<file path="config.mk">
export PLATFORM = sky130hd
export DESIGN_NAME = m_7segdec_scan
export DESIGN_NICKNAME = d
export VERILOG_FILES = /design/src/rtl/m_7segdec_scan.sv
export SDC_FILE = /design/constraint.sdc
export NUM_CORES = 1
export LEC_CHECK = 0
export BUFFER_PORTS_ARGS = -buffer_cell sky130_fd_sc_hd__buf_4
export CORE_ASPECT_RATIO = 0.5
export CORE_UTILIZATION = 35
export DETAILED_ROUTE_END_ITERATION = 12
export PLACE_DENSITY = 0.52
export SYNTH_ARGS = -nofsm -noshare
export SYNTH_HDL_FRONTEND = slang
export SYNTH_SLANG_ARGS = --single-unit
</file>
<file path="constraint.sdc">
create_clock -name w_clk -period 2.6 [get_ports w_clk]
set_clock_uncertainty 0.05 [all_clocks]
set_input_delay 0 -clock w_clk [delete_from_list [all_inputs] [get_ports w_clk]]
set_output_delay 0 -clock w_clk [all_outputs]
set_load 0.005 [all_outputs]
</file>
<file path="src/rtl/m_7segdec_scan.sv">
// m_7segdec_scan: reads a scanned 7-segment bus back into per-digit values.
// Optional SEG7DEC_HEX_EN additionally accepts the A..F glyphs as valid digits.
`default_nettype none
`timescale 1ns/1ps

module m_7segdec_scan #(
  parameter int NDIG   = 4,
  parameter int STABLE = 3
) (
  input  logic                w_clk,
  input  logic                w_rst,
  input  logic [6:0]          w_seg,
  input  logic [NDIG-1:0]     w_sel,
  input  logic                w_clr,
  output logic [4*NDIG-1:0]   r_val,
  output logic [NDIG-1:0]     r_vld,
  output logic                r_upd,
  output logic                r_err
);

  localparam int            CW      = $clog2(STABLE + 1);
  localparam logic [CW-1:0] CNT_MAX = CW'(STABLE);
  localparam logic [CW-1:0] CNT_ONE = CW'(1);

  typedef enum logic [1:0] {S_IDLE = 2'd0, S_TRACK = 2'd1, S_DONE = 2'd2} state_t;

  logic [NDIG+6:0] smp_q, prv_q;
  state_t          state_q, state_d;
  logic [CW-1:0]   cnt_q, cnt_d;
  logic            commit_d;

  logic [NDIG-1:0] smp_sel;
  logic [6:0]      smp_seg;
  logic            onehot, same;
  logic [3:0]      dec_dig;
  logic            dec_ok, dec_blank;

  assign smp_sel = smp_q[NDIG+6:7];
  assign smp_seg = smp_q[6:0];
  assign onehot  = (smp_sel != '0) && ((smp_sel & (smp_sel - NDIG'(1))) == '0);
  assign same    = (smp_q == prv_q);

  always_comb begin
    state_d  = state_q;
    cnt_d    = cnt_q;
    commit_d = 1'b0;
    if (!onehot) begin
      state_d = S_IDLE;
      cnt_d   = '0;
    end else if (state_q == S_TRACK && same) begin
      cnt_d = (cnt_q == CNT_MAX) ? cnt_q : cnt_q + CNT_ONE;
    end else if (state_q == S_DONE && same) begin
      state_d = S_DONE;
    end else begin
      state_d = S_TRACK;
      cnt_d   = CNT_ONE;
    end
    // Reaching the threshold commits on this same edge, including STABLE=1.
    if (onehot && state_d == S_TRACK && cnt_d == CNT_MAX) begin
      commit_d = 1'b1;
      state_d  = S_DONE;
    end
  end

  always_comb begin
    dec_dig   = 4'h0;
    dec_ok    = 1'b1;
    dec_blank = 1'b0;
    case (smp_seg)
      7'b1111110: dec_dig = 4'h0;
      7'b0110000: dec_dig = 4'h1;
      7'b1101101: dec_dig = 4'h2;
      7'b1111001: dec_dig = 4'h3;
      7'b0110011: dec_dig = 4'h4;
      7'b1011011: dec_dig = 4'h5;
      7'b1011111: dec_dig = 4'h6;
      7'b1110000: dec_dig = 4'h7;
      7'b1111111: dec_dig = 4'h8;
      7'b1111011: dec_dig = 4'h9;
`ifdef SEG7DEC_HEX_EN
      7'b1110111: dec_dig = 4'hA;
      7'b0011111: dec_dig = 4'hB;
      7'b1001110: dec_dig = 4'hC;
      7'b0111101: dec_dig = 4'hD;
      7'b1001111: dec_dig = 4'hE;
      7'b1000111: dec_dig = 4'hF;
`endif
      7'b0000000: begin
        dec_ok    = 1'b0;
        dec_blank = 1'b1;
      end
      default:    dec_ok = 1'b0;
    endcase
  end

  always_ff @(posedge w_clk or posedge w_rst) begin
    if (w_rst) begin
      smp_q   <= '0;
      prv_q   <= '0;
      state_q <= S_IDLE;
      cnt_q   <= '0;
      r_val   <= '0;
      r_vld   <= '0;
      r_upd   <= 1'b0;
      r_err   <= 1'b0;
    end else begin
      smp_q   <= {w_sel, w_seg};
      prv_q   <= smp_q;
      state_q <= state_d;
      cnt_q   <= cnt_d;
      r_upd   <= commit_d && (dec_ok || dec_blank);
      // An error commit on the same edge as a clear keeps the flag set.
      if (commit_d && !dec_ok && !dec_blank)
        r_err <= 1'b1;
      else if (w_clr)
        r_err <= 1'b0;
      for (int k = 0; k < NDIG; k++) begin
        if (commit_d && smp_sel[k]) begin
          if (dec_ok) begin
            r_val[4*k +: 4] <= dec_dig;
            r_vld[k]        <= 1'b1;
          end else if (dec_blank) begin
            r_vld[k] <= 1'b0;
          end
        end
      end
    end
  end

endmodule

`default_nettype wire

</file>
==> reports/results.txt, run 1 <==
Hpwl dp: 3.21 mm
Total GRT Usage: 15.7%
Ys Warns: 0
Final setup vio count: 0
Die Y: 56.5 um
TritonCTS clock tree: done
Core Footprint: 0.00561 mm2
Iter 0 DRT Violations: 53
Min-delay worst type: primary input to register
Slew Limit Fails: 0
Clk_lat worst skew: 0.29 ns
Sequential Power Share: 52.1%
Site Rows: 19
Post-Syn Area: 0.00208 mm2
Largest net degree at the start of global routing: 49
Drt wl/cell: 15.5 um
Non-Filler Instances: 297
Root Driver: clkbuf_16
Worst slew pin tran: 0.983 ns
Area taken by multi-input logic gates: 802 um2
Critical path capture point type: register
Placed Cells: 276
Failing checks: design-rule violations
Vias in the first global route: 1,445
Die area: 0.00627 mm2
Crit start category: register
Overflow after GRT: 0
Nets: 238
Fillers: 508
Crit path DAT: 2.60 ns
VDD IR max: 0.266 mV
Switching Fraction: 22.7%
Outcome: finished, violations left
LEAKAGE: 1.26 nW
Final Hold Violating Endpoints: 0
Via count: 1,506
Final Critical Period: 2.49 ns
#FFs+latches synth: 48
First-pass DRT Iterations: 8
Die Wd: 111 um
Clock-pin transition on the worst setup and hold timing paths: 0.06 ns
Clock Power Share: 40.4%
Final worst path period share: 95.7%
GP Congestion: 0.781
Inserted Diodes: 0
Fmax: 402 MHz
Comb pwr share: 7.5%
Mapped Avg Cell Area: 12.4 um2
Initial antenna violation count: 0
Number of vias per cell: 5.07
Synth area leader: dfrtp_1
Crit path max fanout: 8
Syn Nets: 182
Clock sink count: 48
RSZ-0062 raised after global routing: no
Share of layout cells above drive strength 1: 29.0%
CP Data Required Time: 2.71 ns
Remaining DRCs: 4
Cts bufs inserted: 5
Internal power: 1.17 mW
Yosys top cell area share: 57.8%
Antenna-violating nets left: 0
PwrDens: 554 mW/mm2
CTS H-tree lvls: 2
Port Buffers: 35
Clock Path Buffers: 2
Starting Density: 37.0%
I/O pins: 36
Reg area: 0.00120 mm2
Post-synthesis sequential area ratio: 57.8%
Worst hold slack: 0.308 ns
DP Worst Slack: 0.0928 ns
Cell count after synthesis: 168
Top post-synthesis cells by area: dfrtp_1, mux2_1, xnor2_1
Critical path type: register to register
Setup TNS: 0 ns
Slew Limit Headroom: 34.3%
Net Switching: 345 uW
First-pass GRT wire length: 7.52 mm
Synth cell types: 36
Drt total wl: 4.60 mm
Setup ws final: 0.112 ns
Max_cap viols: 0
Area Growth Syn to Fin: 32.0%
## final timing paths
| path | cells after the start | to | slack [ns] | from |
|---|---|---|---|---|
| min in group asynchronous | 3 | cnt_q[1] | 0.47 | w_rst |
| setup reg to reg | 5 | r_val[3] | 0.11 | smp_q[2] |
| hold / removal | 2 | smp_q[5] | 0.31 | w_seg[5] |
| setup / recovery | 5 | r_val[3] | 0.11 | smp_q[2] |
| max in group asynchronous | 3 | smp_q[1] | 1.36 | w_rst |
| hold reg to reg | 0 | prv_q[5] | 0.40 | smp_q[5] |
## cell type report
type | instances | share of cell area [%]
flip-flops and latches | 48 | 43.8
well taps | 73 | 3.33
multi-input cells | 101 | 29.2
inverters | 8 | 1.09
clock buffers | 6 | 4.70
clock inverters | 1 | 0.182
repair buffers | 60 | 17.6
## cells by family after synthesis
group                  count (synthesis)  synth area share, %
AO/OA/AOI/OAI                         33                 14.0
XOR/XNOR                              13                 5.48
buffers and inverters                 19                 4.27
flip-flops                            48                 57.8
multiplexers                          11                 5.96
AND/OR/NAND/NOR                       44                 12.5
## state kept, by name (all words and copies together), names as in the netlist
signal   cells
r_vld        4
state_q      2
prv_q       11
r_err        1
cnt_q        2
r_val       16
smp_q       11
r_upd        1
## Yosys cell counts, drive strengths merged
| library cell | instances |
|---|---|
| dfrtp | 48 |
| xnor2 | 12 |
| mux2 | 11 |
| buf | 10 |
| o31ai | 9 |
| inv | 8 |
| nand3 | 8 |
| a211oi | 5 |
| nand2 | 5 |
| nor2 | 5 |
| o21ai | 5 |
| a21o | 4 |
| a21oi | 4 |
| nand2b | 4 |
| nand4 | 4 |
| nand3b | 3 |
| nand4b | 2 |
| nor3 | 2 |
| nor3b | 2 |
| nor4 | 2 |
| nor4b | 2 |
| or4 | 2 |
| a221o | 1 |
| a311oi | 1 |
| a32o | 1 |
| and3 | 1 |
| and3b | 1 |
| clkbuf | 1 |
| o2111ai | 1 |
| o21ba | 1 |
| o22a | 1 |
| or2 | 1 |
| xor2 | 1 |
## critical path: stages (launching register included)
cell      delay (ns)
dfrtp_1         0.46
nand3b_1        0.22
or4_1           0.44
a221o_2         0.48
a211oi_4        0.35
mux2_1          0.36
## stage by stage
step / cell area, um2 / util [%] / total power [mW]
after floorplan: 2080 / - / 0.860
after global placement: 2460 / 43.8 / 0.901
after detailed placement: 2460 / 43.8 / 0.902
after CTS: 2720 / 48.5 / 1.53
after global routing: 2740 / 48.9 / 1.57
final: 2740 / 48.9 / 1.52
## layer usage
metal / GRT usage (%) / up-vias / part of all wire [%]
met5: 0 / - / 0
met4: 3.52 / 0 / 0.80
met3: 4.00 / 4 / 4.3
met2: 22.8 / 36 / 43
met1: 23.5 / 759 / 52
li1: - / 707 / -
## what timing repair did
action	in CTS	in global routing
hold endpoints to repair	60	0
setup endpoints to repair	0	11
setup buffers	0	1
hold buffers	13	0
gates resized for setup	0	4
## power groups by stage
stage / sequential [mW] / clock, mW / combinational, mW
after floorplan: 0.791 / 0 / 0.0693
after global routing: 0.794 / 0.650 / 0.126
after global placement: 0.803 / 0 / 0.0978
final: 0.791 / 0.615 / 0.114
after CTS: 0.790 / 0.623 / 0.114
after detailed placement: 0.804 / 0 / 0.0983
## placed cells by master (no fill, tap or decap), types with 2 or more instances in the layout
master / Yosys / routed
dfrtp_1: 48 / 47
buf_4: 0 / 47
dlygate4sd3_1: 0 / 13
xnor2_1: 12 / 12
mux2_1: 11 / 11
o31ai_1: 9 / 9
nand3_1: 8 / 8
inv_1: 8 / 7
o21ai_0: 5 / 5
nand2_1: 5 / 5
nor2_1: 5 / 5
clkbuf_16: 0 / 5
nand4_1: 4 / 4
a211oi_4: 4 / 4
nand2b_1: 4 / 4
a21oi_1: 4 / 4
a21o_1: 4 / 4
nand3b_1: 3 / 3
nor3b_1: 2 / 2
or4_1: 2 / 2
nor3_1: 2 / 2
nor4b_2: 0 / 2
nand4b_1: 2 / 2
nor4_1: 2 / 2
(Power assumes the default switching activity.)
==> run 2: changes to the inputs <==
GPL_ROUTABILITY_DRIVEN = 0   (was default)
PLACE_DENSITY = default   (was 0.52)
==> run 2 against run 1 <==
The flow now finishes without violations. Critical endpoint unchanged. Sequential share of layout area decreased by 0.67 points. Fmax decreased by 1.5%. Routed wire length decreased by 3.5%. Highest routed layer unchanged. Combinational power increased by 6%. Power increased by 1.7%. Non-clock buffer count increased by 2. Setup slack got worse by 0.038 ns. Global-route usage decreased by 0.074 points. Via count decreased by 3.2%. Register-to-register slack got worse by 0.04 ns. Critical path depth unchanged. Hold slack about the same.
==> reports/results.txt, run 2 (synthesis gave the netlist of run 1 again) <==
Final setup vio count: 0 (unchanged)
Placed cell areas: 0.00247 mm2 (+0.61%)
Crit path max fanout: 5 (-3)
Worst slew pin tran: 0.981 ns (-0.00276 ns)
Remaining DRCs: 0 (-4)
Die area: 0.00627 mm2 (unchanged)
Via count: 1,458 (-3.2%)
Worst reg2reg setup slack: 0.07 ns (-0.04 ns)
Setup ws final: 0.0733 ns (-0.0384 ns)
Critical path type: register to register
Core Footprint: 0.00561 mm2 (unchanged)
Hold Startpoint: w_seg[3]
Cells on worst reg2reg path: 5 (unchanged)
Commonest non-fill, non-tap cells in the layout: buf_4, dfrtp_1, dlygate4sd3_1
Nets: 240 (+0.84%)
Overflow after GRT: 0 (unchanged)
Clock sink count: 48 (unchanged)
CTS H-tree lvls: 2 (unchanged)
Area Growth Syn to Fin: 34.0%
CP Data Required Time: 2.72 ns (about the same)
Top flop regs: r_val: 16 flops, prv_q: 11 flops, smp_q: 11 flops
Max_cap viols: 0 (unchanged)
LEAKAGE: 1.28 nW (+1.7%)
Inserted Diodes: 0 (unchanged)
Vias in the first global route: 1,483 (+2.6%)
R2r endpoint: r_val[3]
Share of layout cells above drive strength 1: 30.8% (+1.8 points)
Final core utilization: 49.6% (+0.76 points)
Worst r2r src: smp_q[2]
Final Hold Violating Endpoints: 0 (unchanged)
PwrDens: 555 mW/mm2 (+0.15%)
Clock Path Buffers: 2 (unchanged)
First-pass DRT Iterations: 4 (-4)
Fmax: 396 MHz (-1.5%)
Cts bufs inserted: 5 (unchanged)
Commonest non-fill, non-tap cell in the layout: buf_4
Site Rows: 19 (unchanged)
Clk_lat worst skew: 0.28 ns (about the same)
Slew Limit Fails: 0 (unchanged)
Final worst path period share: 97.2% (+1.5 points)
Drt wl/cell: 14.8 um (-4.4%)
Port Buffers: 35 (unchanged)
Starting Density: 37.0% (unchanged)
Hold Path Depth: 2 (unchanged)
WHS Endpoint: smp_q[3]
Die Wd: 111 um (unchanged)
Outcome: completed
I/O pins: 36 (unchanged)
Number of vias per cell: 4.86 (-4.2%)
Critical path, cell by cell: nand3b_1 > or4_4 > a221o_2 > a211oi_4 > mux2_1
Slew Limit Headroom: 34.6% (+0.28 points)
Drt total wl: 4.44 mm (-3.5%)
VDD IR max: 0.248 mV (-6.9%)
Largest Register: r_val
Hpwl dp: 3.18 mm (-1.0%)
Initial antenna violation count: 0 (unchanged)
TritonCTS clock tree: done
Root Driver: clkbuf_16
Min-delay worst type: primary input to register
Antenna-violating nets left: 0 (unchanged)
Slowest Stage Delay on Critical Path: 0.49 ns (about the same)
Cell area after layout: 0.00279 mm2 (+1.6%)
Final Critical Period: 2.53 ns (+0.0384 ns)
Crit-path slowest cell: a221o_2
First-pass GRT wire length: 7.54 mm (+0.27%)
Largest net degree at the start of global routing: 49 (unchanged)
Iter 0 DRT Violations: 65 (+23%)
Crit path DAT: 2.64 ns (+0.04 ns)
Crit start category: register
Critical path capture point type: register
RSZ-0062 raised after global routing: yes
Max reg flops: 16 (unchanged)
DP Worst Slack: 0.0533 ns (-0.0395 ns)
Clock-pin transition on the worst setup and hold timing paths: 0.06 ns (about the same)
Total GRT Usage: 15.7% (-0.074 points)
Die Y: 56.5 um (unchanged)
-- run 2: timing repair --
item	CTS	global route
resized for setup	0	7
hold endpoints to repair	60	0
buffers inserted	0	1
hold buffers	13	0
setup endpoints to repair	0	11
-- run 2: worst max-delay path: cells and delay by family (launching register included) --
family / cells / cell delay (ns)
AO/OA/AOI/OAI: 2 / 0.91
multiplexers: 1 / 0.36
flip-flops: 1 / 0.44
AND/OR/NAND/NOR: 2 / 0.65
-- run 2: layout make-up --
cell class / instances / area, um2
Fill cell: 509 / 2830
Inverter: 8 / 30.0
Clock buffer: 8 / 146
Multi-Input combinational cell: 101 / 817
Tap cell: 73 / 91.3
Sequential cell: 48 / 1200
Timing Repair Buffer: 62 / 498
-- run 2: worst max-delay path by stage --
stage / startpoint / endpoint / cells after the start
2_1_floorplan: smp_q[9] / r_val[0] / 7
3_3_place_gp: smp_q[2] / r_val[0] / 5
3_5_place_dp: smp_q[2] / r_val[3] / 5
4_1_cts: smp_q[2] / r_val[3] / 5
5_1_grt: smp_q[2] / r_val[3] / 5
6_report: smp_q[2] / r_val[3] / 5
-- run 2: through the flow --
stage	instances	setup TNS (ns)	power, mW	hold slack (ns)
final	300	0	1.55	0.308
after CTS	299	0	1.55	0.309
after global routing	300	-0.0402	1.61	0.305
after global placement	278	0	0.901	0.0595
after detailed placement	278	0	0.904	0.0603
after floorplan	168	0	0.860	-0.0186
-- run 2: power breakdown --
group          internal (mW)  leakage (nW)  switching, mW
Sequential             0.767         0.617         0.0213
Clock                  0.383        0.0712          0.253
Combinational         0.0608         0.591         0.0600
Total                   1.21          1.28          0.334
-- run 2: metal layers --
layer | GRT usage, % | up-vias | routed length (um)
li1 | - | 717 | -
met1 | 22.1 | 707 | 2270
met2 | 24.1 | 29 | 1950
met3 | 3.67 | 5 | 169
met4 | 4.70 | 0 | 51
met5 | 0 | - | 0
==> run 3: changes to the inputs <==
clock period = 3.2 ns   (was 2.6 ns; I/O delays follow)
==> run 3 against run 2 <==
Final cell count shrank 4.3%. Critical path depth unchanged. Register-to-register slack better by 0.42 ns. Fmax decreased by 6.6%. Combinational power fell by 36%. Core utilization fell by 2.3 points.
==> reports/results.txt, run 3 (synthesis gave the netlist of run 1 again) <==
Outcome: completed
Inserted Diodes: 0 (unchanged)
Drt total wl: 4.13 mm (-7.2%)
Worst slew pin tran: 0.986 ns (+0.00483 ns)
Final setup vio count: 0 (unchanged)
Crit path DAT: 2.82 ns (+0.18 ns)
Max_cap viols: 0 (unchanged)
Final worst path period share: 84.6% (-13 points)
Crit start category: register
TritonCTS clock tree: done
Overflow after GRT: 0 (unchanged)
DRT met1 WL: 2.08 mm (-8.7%)
Metal3 WL: 206 um (+22%)
Die area: 0.00627 mm2 (unchanged)
Port Buffers: 35 (unchanged)
Setup ws final: 0.494 ns (+0.421 ns)
Fmax: 370 MHz (-6.6%)
Drt wl/cell: 14.4 um (-3.0%)
Slew Limit Fails: 0 (unchanged)
Remaining DRCs: 0 (unchanged)
Initial antenna violation count: 0 (unchanged)
Die Wd: 111 um (unchanged)
RSZ-0062 raised after global routing: no
Placed Cells: 266 (-4.3%)
Largest net degree at the start of global routing: 49 (unchanged)
VDD IR max: 0.214 mV (-14%)
First-pass DRT Iterations: 4 (unchanged)
Total GRT Usage: 14.7% (-0.94 points)
I/O pins: 36 (unchanged)
Vias in the first global route: 1,423 (-4.0%)
Commonest non-fill, non-tap cell in the layout: dfrtp_1
Via count: 1,422 (-2.5%)
DP Worst Slack: 0.469 ns (+0.416 ns)
Crit path max fanout: 12 (+7)
Critical path type: register to register
Area Growth Syn to Fin: 27.9%
Slew Limit Headroom: 34.2% (-0.42 points)
CP Data Required Time: 3.32 ns (+0.60 ns)
Cell area after layout: 0.00266 mm2 (-4.6%)
Largest Register: r_val
Iter 0 DRT Violations: 83 (+28%)
Site Rows: 19 (unchanged)
Die Y: 56.5 um (unchanged)
Hpwl dp: 2.93 mm (-7.7%)
Clk_lat worst skew: 0.28 ns (about the same)
Critical path capture point type: register
Top flop regs: r_val: 16 flops, prv_q: 11 flops, smp_q: 11 flops
Worst hold slack: 0.308 ns (-0.000347 ns)
Placed cell areas: 0.00238 mm2 (-3.6%)
Clock sink count: 48 (unchanged)
First-pass GRT wire length: 6.91 mm (-8.3%)
Antenna-violating nets left: 0 (unchanged)
Cts bufs inserted: 5 (unchanged)
Highest Signal Layer: met4
Commonest non-fill, non-tap cells in the layout: dfrtp_1, buf_4, dlygate4sd3_1
Share of layout cells above drive strength 1: 23.4% (-7.5 points)
PwrDens: 468 mW/mm2 (-16%)
Clock-pin transition on the worst setup and hold timing paths: 0.06 ns (about the same)
Nets: 227 (-5.4%)
LEAKAGE: 1.21 nW (-5.6%)
Final Hold Violating Endpoints: 0 (unchanged)
Starting Density: 37.0% (unchanged)
Met2 routed WL: 1.76 mm (-9.8%)
Setup TNS: 0 ns (unchanged)
CTS H-tree lvls: 2 (unchanged)
Root Driver: clkbuf_16
Core Footprint: 0.00561 mm2 (unchanged)
Final Critical Period: 2.71 ns (+0.179 ns)
Max reg flops: 16 (unchanged)
Min-delay worst type: primary input to register
Number of vias per cell: 4.95 (+1.9%)
Clock Path Buffers: 2 (unchanged)
Non-Filler Instances: 287 (-4.3%)
## run 3: power by group
part	switching (mW)	internal [mW]
clock	0.209	0.312
sequential	0.0233	0.623
combinational	0.0378	0.0401
## run 3: worst paths after layout
check,from,endpoint,slack (ns),cells after the start
max,smp_q[3],r_val[3],0.49,5
min,w_seg[3],smp_q[3],0.31,2
max reg2reg,smp_q[3],r_val[3],0.49,5
min reg2reg,r_val[8],r_val[8],0.44,1
max in group asynchronous,w_rst,r_val[8],2.03,3
min in group asynchronous,w_rst,state_q[0],0.46,3
## run 3: cell type report
class | instances | area [um2]
clock buffers | 8 | 146
fillers | 520 | 2950
inverters | 8 | 30.0
multi-input cells | 101 | 788
flip-flops and latches | 48 | 1200
well taps | 73 | 91.3
repair buffers | 49 | 400
## run 3: per-stage QoR
step           util, %  total power, mW
2_1_floorplan        -            0.699
3_3_place_gp      42.4            0.722
3_5_place_dp      42.4            0.724
4_1_cts           47.4             1.26
5_1_grt           47.4             1.30
6_report          47.4             1.25
## run 3: repair_timing
action / CTS / global route
hold endpoints to repair: 60 / 0
hold buffers: 13 / 0
setup buffers: 0 / 0
gates resized for setup: 0 / 0
## run 3: per-layer routing
| metal | vias up | GRT usage [%] |
|---|---|---|
| li1 | 687 | - |
| met1 | 694 | 19.8 |
| met2 | 34 | 22.0 |
| met3 | 7 | 4.21 |
| met4 | 0 | 7.05 |
| met5 | - | 0 |
## run 3: critical path: stages (launching register included)
cell,delay [ns]
dfrtp_1,0.50
xnor2_1,0.27
nand4_1,0.18
or4_1,0.80
a211oi_4,0.43
mux2_1,0.36
